### src/rtl/fmrv32im_plic_prio.sv
// fmrv32im_plic_prio: prioritised interrupt controller with threshold, per-source
// level/edge gateways and a claim/complete handshake on the local peripheral bus.
module fmrv32im_plic_prio #(
    parameter int NUM_SRC = 32,
    parameter int PRIO_W  = 3,
    parameter int ADDR_W  = 6
) (
    input  logic               CLK,
    input  logic               RST,
    input  logic               BUS_WE,
    input  logic               BUS_RE,
    input  logic [ADDR_W-1:0]  BUS_ADDR,
    input  logic [31:0]        BUS_WDATA,
    output logic [31:0]        BUS_RDATA,
    input  logic [NUM_SRC-1:0] INT_IN,
    output logic               INT_OUT
);

    localparam int ID_W = $clog2(NUM_SRC + 1);

    localparam logic [ADDR_W-1:0] ADDR_PENDING   = ADDR_W'(0);
    localparam logic [ADDR_W-1:0] ADDR_ENABLE    = ADDR_W'(1);
    localparam logic [ADDR_W-1:0] ADDR_MODE      = ADDR_W'(2);
    localparam logic [ADDR_W-1:0] ADDR_THRESHOLD = ADDR_W'(3);
    localparam logic [ADDR_W-1:0] ADDR_CLAIM     = ADDR_W'(4);
    localparam int                PRIO_BASE      = 8;

    logic [NUM_SRC-1:0] sync1_q, sync1_d;
    logic [NUM_SRC-1:0] sync2_q, sync2_d;
    logic [NUM_SRC-1:0] sync2_dly_q, sync2_dly_d;
    logic [NUM_SRC-1:0] pending_q, pending_d;
    logic [NUM_SRC-1:0] enable_q, enable_d;
    logic [NUM_SRC-1:0] mode_q, mode_d;
    logic [NUM_SRC-1:0] insvc_q, insvc_d;
    logic [PRIO_W-1:0]  threshold_q, threshold_d;
    logic [PRIO_W-1:0]  prio_q [NUM_SRC];
    logic [PRIO_W-1:0]  prio_d [NUM_SRC];
    logic [ID_W-1:0]    best_id_q, best_id_d;
    logic [PRIO_W-1:0]  best_prio_q, best_prio_d;
    logic               int_out_q, int_out_d;
    logic [31:0]        rdata_q, rdata_d;

    logic [NUM_SRC-1:0] edge_det;
    logic [NUM_SRC-1:0] level_set;
    logic [NUM_SRC-1:0] edge_set;
    logic [NUM_SRC-1:0] claim_mask;
    logic [ID_W-1:0]    claim_id;
    logic [ID_W-1:0]    cand_id;
    logic [PRIO_W-1:0]  cand_prio;
    logic               rd_en;
    logic               claim_en;

    // A simultaneous write wins over a read, so the read (and its claim) is dropped.
    assign rd_en     = BUS_RE & ~BUS_WE;
    assign claim_en  = rd_en && (BUS_ADDR == ADDR_CLAIM);
    // Only a delivered interrupt can be claimed; otherwise the claim returns ID 0.
    assign claim_id  = int_out_q ? best_id_q : '0;

    assign edge_det  = sync2_q & ~sync2_dly_q;
    assign level_set = ~mode_q & sync2_q & ~insvc_q;
    assign edge_set  = mode_q & edge_det;

    // Decode the claimed ID into a one-hot source mask.
    always_comb begin
        // NOTE: every combinational output gets a default first so no path can infer a latch.
        claim_mask = '0;
        for (int s = 0; s < NUM_SRC; s++) begin
            claim_mask[s] = claim_en && (claim_id == ID_W'(s + 1));
        end
    end

    // Arbitration: highest priority among eligible sources; strict '>' keeps the lowest ID on ties.
    always_comb begin
        cand_id   = '0;
        cand_prio = '0;
        for (int s = 0; s < NUM_SRC; s++) begin
            if (pending_q[s] && enable_q[s] && !insvc_q[s] && (prio_q[s] > cand_prio)) begin
                cand_id   = ID_W'(s + 1);
                cand_prio = prio_q[s];
            end
        end
    end

    // Next-state logic: synchronisers, gateways, bus writes/reads and the registered arbiter result.
    always_comb begin
        sync1_d     = INT_IN;
        sync2_d     = sync1_q;
        sync2_dly_d = sync2_q;
        enable_d    = enable_q;
        mode_d      = mode_q;
        threshold_d = threshold_q;
        prio_d      = prio_q;
        rdata_d     = rdata_q;

        // A claim clears pending, but a fresh edge on the same source in the same cycle is kept.
        pending_d = ((pending_q | level_set) & ~claim_mask) | edge_set;
        insvc_d   = insvc_q | claim_mask;

        if (BUS_WE) begin
            case (BUS_ADDR)
                ADDR_PENDING:   ;
                ADDR_ENABLE:    enable_d    = BUS_WDATA[NUM_SRC-1:0];
                ADDR_MODE:      mode_d      = BUS_WDATA[NUM_SRC-1:0];
                ADDR_THRESHOLD: threshold_d = BUS_WDATA[PRIO_W-1:0];
                ADDR_CLAIM: begin
                    for (int s = 0; s < NUM_SRC; s++) begin
                        if (BUS_WDATA == 32'(s + 1)) insvc_d[s] = 1'b0;
                    end
                end
                default: begin
                    for (int i = 0; i < NUM_SRC; i++) begin
                        if (BUS_ADDR == ADDR_W'(PRIO_BASE + i)) prio_d[i] = BUS_WDATA[PRIO_W-1:0];
                    end
                end
            endcase
        end

        if (rd_en) begin
            rdata_d = '0;
            case (BUS_ADDR)
                ADDR_PENDING:   rdata_d = 32'(pending_q);
                ADDR_ENABLE:    rdata_d = 32'(enable_q);
                ADDR_MODE:      rdata_d = 32'(mode_q);
                ADDR_THRESHOLD: rdata_d = 32'(threshold_q);
                ADDR_CLAIM:     rdata_d = 32'(claim_id);
                default: begin
                    for (int i = 0; i < NUM_SRC; i++) begin
                        if (BUS_ADDR == ADDR_W'(PRIO_BASE + i)) rdata_d = 32'(prio_q[i]);
                    end
                end
            endcase
        end

        // The claim edge blanks the request so the same ID cannot be claimed twice back-to-back.
        if (claim_en) begin
            best_id_d   = '0;
            best_prio_d = '0;
            int_out_d   = 1'b0;
        end else begin
            best_id_d   = cand_id;
            best_prio_d = cand_prio;
            int_out_d   = cand_prio > threshold_q;
        end
    end

    // State register with asynchronous reset of every flop, including the priority table.
    always_ff @(posedge CLK or posedge RST) begin
        if (RST) begin
            sync1_q     <= '0;
            sync2_q     <= '0;
            sync2_dly_q <= '0;
            pending_q   <= '0;
            enable_q    <= '0;
            mode_q      <= '0;
            insvc_q     <= '0;
            threshold_q <= '0;
            // NOTE: the priority array is reset explicitly; an unreset table would deliver garbage priorities.
            for (int i = 0; i < NUM_SRC; i++) prio_q[i] <= '0;
            best_id_q   <= '0;
            best_prio_q <= '0;
            int_out_q   <= 1'b0;
            rdata_q     <= '0;
        end else begin
            // NOTE: non-blocking assignments so every flop samples pre-edge values.
            sync1_q     <= sync1_d;
            sync2_q     <= sync2_d;
            sync2_dly_q <= sync2_dly_d;
            pending_q   <= pending_d;
            enable_q    <= enable_d;
            mode_q      <= mode_d;
            insvc_q     <= insvc_d;
            threshold_q <= threshold_d;
            for (int i = 0; i < NUM_SRC; i++) prio_q[i] <= prio_d[i];
            best_id_q   <= best_id_d;
            best_prio_q <= best_prio_d;
            int_out_q   <= int_out_d;
            rdata_q     <= rdata_d;
        end
    end

    assign BUS_RDATA = rdata_q;
    assign INT_OUT   = int_out_q;

endmodule

### config.mk
export PLATFORM = sky130hd
export DESIGN_NAME = fmrv32im_plic_prio
export DESIGN_NICKNAME = d
export VERILOG_FILES = /design/src/rtl/fmrv32im_plic_prio.sv
export SDC_FILE = /design/constraint.sdc
export NUM_CORES = 1
export LEC_CHECK = 0
export ABC_AREA = 1
export CAP_MARGIN = 20
export CORE_MARGIN = 2
export CORE_UTILIZATION = 65
export DETAILED_ROUTE_END_ITERATION = 8
export PLACE_DENSITY = 0.86
export SKIP_LAST_GASP = 1
export SYNTH_ARGS = -nofsm -noshare
export SYNTH_HDL_FRONTEND = slang
export SYNTH_SLANG_ARGS = --single-unit
### constraint.sdc
create_clock -name CLK -period 83.9 [get_ports CLK]
set_input_delay 16.78 -clock CLK [delete_from_list [all_inputs] [get_ports CLK]]
set_output_delay 16.78 -clock CLK [all_outputs]
set_load 0.05 [all_outputs]
-- Word-level counts from Yosys, hierarchy flattened
Cells that the tools add are included.
- $add $sub $neg: 0
- multipliers: 0
- div/mod/pow operators: 0
- order comparisons: 33
- equal/unequal tests: 100
- shifts and indexed selects: 0
- multiplexer cells: 134
- bitwise gates (word level): 15
- reduce and logical (&&, ||, !) cells: 198
- operators by type and width (operator ; number):
    32-bit two-way mux ; 33
    32-bit by 5-bit == test with 1-bit output, second input constant ; 16
    32-bit by 4-bit == test with 1-bit output, second input constant ; 8
    6-bit two-way mux ; 33
    6-bit by 5-bit == test with 1-bit output, second input constant ; 32
    32-bit AND ; 5
    32-bit case mux with 5 select lines ; 1
    1-bit logical AND ; 129
    32-bit by 3-bit == test with 1-bit output, second input constant ; 4
    32-bit NOT ; 4
    3-bit two-way mux ; 33
    6-bit by 4-bit == test with 1-bit output, second input constant ; 16
    3-bit > comparator ; 32
    32-bit bitwise OR ; 3
    3-bit AND reduction ; 32
    32-bit by 2-bit == test with 1-bit output, second input constant ; 2
    6-bit == test, second input constant ; 9
    1-bit two-way mux ; 34
    32-bit by 1-bit == test with 1-bit output, second input constant ; 1
    32-bit by 6-bit == test with 1-bit output, second input constant ; 1
    1-bit logical NOT ; 32
    6-bit by 3-bit == test with 1-bit output, second input constant ; 5
    6-bit by 2-bit == test with 1-bit output, second input constant ; 4
    6-bit by 1-bit == test with 1-bit output, second input constant ; 2
    6 further kinds ; 9
- bits in registers: 362
- latch bits: 0
- bits in writable memories: 0
- memory bits (read-only): 0
- input bits: 74
- output and inout bits: 33
- word-level logic and storage cells: 523
- memories: 0

-- Logic depth before layout (Yosys ltp)
- depth in word-level cells: 99
- gate-level depth with buffers: 245
- mapped depth without buffers: 245

-- Worst setup path before layout
No wires, ideal clock.
- path kind: register -> register
- from: reg enable_q[0]
- to: reg int_out_q (netlist: INT_OUT)
- library setup time: 0.136 ns
- arrival: 30.676 ns
- data required time: 83.764 ns
- path slack: 53.088 ns
- cell stages (with the launch flop): 231
- buffers on the path: 0
- clock period less this slack: 30.812 ns
- path through: dfrtp_1 > nand2_1 > nor2_2 > inv_2 > nor2_2 > inv_1 > ha_1 > nand2_1 > nor2_1 > nor2_2 > nand2_2 > o21ai_0 > ha_1 > inv_2 > nor2_1 > nor2_1 > nand2_2 > o21ai_0 > [... 195 more ...] > and2_1 > ha_1 > a311oi_1 > nand2_2 > or2_2 > nand2_1 > ha_1 > nand2_1 > nor2_1 > nor3_1 > inv_1 > nand3_1 > nand2_1 > ha_1 > nand2_1 > nor2_1 > a211oi_1 > a311oi_1
- longest elaborated chain between the ends: 99
- RTL lines (item ; RTL line ; text):
    start, declared ; 32 ; logic [NUM_SRC-1:0] enable_q, enable_d;
    start signal, assigned ; 169 ; enable_q <= enable_d;
    1-bit logical AND (*) (3 in a row) ; 77 ; if (pending_q[s] && enable_q[s] && !insvc_q[s] && (prio_q[s] > cand_prio)) begin
    3-bit two-way mux (*) ; 77 ;
    3-bit > comparator ; 77 ;
    1-bit logical AND ; 77 ;
    3-bit two-way mux (*) ; 77 ;
    3-bit > comparator ; 77 ;
    1-bit logical AND ; 77 ;
    3-bit two-way mux (*) ; 77 ;
    [... 82 more ...] ; n/a ;
    1-bit logical AND ; 77 ;
    3-bit two-way mux (*) ; 77 ;
    3-bit > comparator ; 77 ;
    1-bit logical AND ; 77 ;
    3-bit two-way mux (*) ; 77 ;
    3-bit > comparator (*) ; 142 ; int_out_d = cand_prio > threshold_q;
    1-bit two-way mux (*) ; 135 ; if (claim_en) begin
    named net int_out_d ; 40 ; logic int_out_q, int_out_d;
    end signal, assigned ; 176 ; int_out_q <= int_out_d;
    end, declared ; 40 ;
Mark *: on every way through the listed nets, which the timed path passes. The rest lies on a longest branch.
A chain may end at the register's enable or synchronous reset.

-- Final worst setup path
Same ends and word-level chain as after synthesis.

==> summary.md <==
| Metric | Value |
|---|---|
| Run status | finished clean |
| Number of buffers added by the clock tree synthesis step | 38 |
| Data required time of the worst path | around 84 ns |
| Time the final worst path needs with I/O delays and setup | 35.07 ns |
| Core Region | 29400 um2 |
| First-pass GRT wire length | between 90 and 100 mm |
| Worst min-delay path class | flop to flop |
| Maximum fanout along the worst path | 9 |
| Fraction of final layout cells with drive strength greater than 1 | 11.2% |
| Synth-to-layout area growth | 14.3% |
| Layout Nets | approximately 2600 |
| P_leak | 10.7 nW |
| Number of nets still failing antenna checks after routing | 0 |
| Setup repair after global routing missed its margin | false |
| Initial core utilization | between 60% and 70% |
| Antenna violations before repair | 0 |
| Level count of the clock H-tree | 2 |
| Number of I/O pins | approximately 110 |
| Standard cell area after detailed placement | 20800 um2 |
| First-pass iteration count of the detailed router | 6 |
| Delay-heaviest family, CP | simple AND/OR/NAND/NOR gates |
| Final core utilization | between 70% and 80% |
| Number of warnings reported in the yosys synthesis log | 0 |
| Skew-Pair Late Insertion Delay | 0.54 ns |
| Flip-flop cell with the highest count after synthesis | dfrtp_1 |
| Resized cells post-CTS | 0 |
| Die span in x | 176 um |
| Tcrit/Tclk final | 41.8% |
| WS Path Type | flop to flop |
| Critical path launch point type | flop |
| Buffers and inverters on the worst path | 4 |
| Count of hold-fix buffers inserted at cts | 0 |
| Worst setup EP type | flop |
| Worst Max-Slew Pin Slew | 1.16 ns |
| Buffers inserted during post-CTS setup optimization | 0 |
| Commonest non-fill, non-tap cell in the layout | nand2_1 |
| Final-layout setup total negative slack | 0 ns |
| Final Setup Violations | 0 |
| Clock skew after layout | about 0.013 ns |
| Power consumption | ~0.6 mW |
| TritonCTS clock tree | yes |
| Reported max-cap violation count | 0 |
| DR vias/cell | 5.96 |
| Number of violations reported at the end of detailed-routing iteration 0 | 1671 |
| Die span in y | 176 um |
| Mean routed wirelength per cell | 19.5 um |
| Root buffer cell | clkbuf_16 |
| Count of cell types in the netlist | 46 |
| Clock transition at the registers of the reported paths | 0.06 ns |
| Pin count of the biggest net entering global routing | 132 |
| Max-slew headroom | 22.8% |
| Routability-driven placement congestion ratio | approximately 0.97 |
| Via count of the first global-routing pass | 17565 |
| Average cell area after synthesis | roughly 8.0 um2 |
| Net count after synthesis | 2534 |
| Most prevalent standard cell on the critical path | o21ai_0 |
| Diode count | 0 |
| Maximum resistive drop on vdd | 23.7 uV |
| Delay of the slowest cell on the worst path | 0.43 ns |
| Number of synthesized register bits | approximately 360 |
| Asr flop ratio synth | 100% |
| DRC | 0 |
| Final design area excluding fillers | 22000 um2 |
| Worst hold slack | approximately 0.35 ns |
| Most frequent cells in the layout | nand2_1, dfrtp_1, o21ai_0, inv_1, nor2_1 |
| EDFF count, synth | 0 |
| Worst EP arrival | 35.46 ns |
| Maximum number of buffers from clock root to sink | 3 |
| Cells after Synth | 2418 |
| Sink count of the clock tree | 362 |
| Post-synth design cell area | between 15000 and 20000 um2 |
| Port Buffers | around 110 |
| Total congestion overflow after global routing | 0 |
| Final count of pins violating max slew | 0 |
| Die area | 31000 um2 |
| Vias post-DR | 17563 |
| Cell with the biggest individual delay on the critical path | nor3_1 |
| Max Clk Rate | 28.5 MHz |
| Number of hold-slack violations in the final timing report | 0 |
| Estimated wirelength of the detail-placed design | 40.6 mm |
| Power density normalized to cell area | 28.0 nW/um2 |
| Cell row count | 63 |
| GR Util All Layers | 37.6% |
| Drt total wl | 57.4 mm |
| Fraction of the yosys area taken by sequential cells | between 40% and 50% |
[cell usage after synthesis (13+ instances only)]
master | number | area [um2]
nand3_4 | 23 | 403
nand3_2 | 55 | 551
o22ai_1 | 43 | 269
nor2_1 | 214 | 803
a31oi_1 | 13 | 81.3
o21ai_0 | 269 | 1350
nor3_1 | 67 | 335
nand4_1 | 16 | 100
nand2_4 | 27 | 304
ha_1 | 42 | 526
clkbuf_1 | 48 | 180
or2_2 | 20 | 125
dfrtp_1 | 362 | 9060
inv_1 | 250 | 938
nand2_2 | 46 | 288
inv_2 | 25 | 93.8
nand3_1 | 128 | 641
nand2_1 | 640 | 2400
a21oi_1 | 62 | 310
[cell families after synthesis]
kind of cell	after synthesis	share of synthesized area [%]
AND/OR/NAND/NOR	1254	31.5
buffers and inverters	331	6.50
adder cells (fa/ha/maj)	42	2.73
flip-flops	362	47.0
AO/OA/AOI/OAI	429	12.3
[layout make-up]
cell class / instances / area, um2
sequential: 362 / 9060
clock inverter: 12 / 145
multi-input combinational: 1725 / 8980
timing repair buffer: 121 / 1210
tap: 390 / 488
clock buffer: 53 / 1080
fill: 2158 / 7370
inverter: 282 / 1080
[worst reg2reg max path: cells and delay by family, from the launching register on]
| kind | cells | cell delay [ns] |
|---|---|---|
| buffers and inverters | 4 | 0.35 |
| and+or+nand+nor | 140 | 15.51 |
| adders and majority gates | 32 | 9.28 |
| DFF | 1 | 0.37 |
| AOI/OAI and AO/OA | 40 | 9.43 |
[stage by stage]
| stage | instances | worst slack (ns) |
|---|---|---|
| after floorplan | 2418 | 53.09 |
| after global placement | 2878 | 51.28 |
| after detailed placement | 2878 | 49.30 |
| after CTS | 2943 | 49.14 |
| after global routing | 2945 | 45.64 |
| final | 2945 | 48.83 |
[metal layers]
metal / global-route usage (%) / part of all wire (%) / vias up
met4: 17.1 / 4.8 / 0
met2: 63.2 / 48 / 786
met5: 0 / 0 / -
met1: 48.7 / 40 / 8417
li1: - / - / 8170
met3: 5.10 / 7.3 / 190
[power breakdown]
part	switching, mW	internal [mW]	leakage, nW
logic	0.157	0.0879	5.53
registers	0.0149	0.190	4.55
clock network	0.0713	0.0964	0.597
total	0.243	0.374	10.7
[sequential cells by signal, indices dropped and copies added (netlist names), 6 cells and up]
register     flops
pending_q       32
best_id_q        6
sync1_q         32
mode_q          32
insvc_q         32
enable_q        32
BUS_RDATA       32
prio_q          96
sync2_dly_d     32
sync2_dly_q     32
[final timing paths]
kind                                              start                  endpoint  slack (ns)  cells after the start
worst max-delay path            enable_q[0]$_DFFE_PP0P_         INT_OUT$_DFF_PP0_       48.83                    216
worst min-delay path               sync1_q[2]$_DFF_PP0_  sync2_dly_d[2]$_DFF_PP0_        0.35                      0
worst max register to register  enable_q[0]$_DFFE_PP0P_         INT_OUT$_DFF_PP0_       48.83                    216
worst min register to register     sync1_q[2]$_DFF_PP0_  sync2_dly_d[2]$_DFF_PP0_        0.35                      0
max in group asynchronous                           RST    prio_q[30]$_DFFE_PP0P_       65.47                      3
min in group asynchronous                           RST      sync1_q[8]$_DFF_PP0_       16.84                      2
Note: power is estimated with default switching activity, not from simulation.
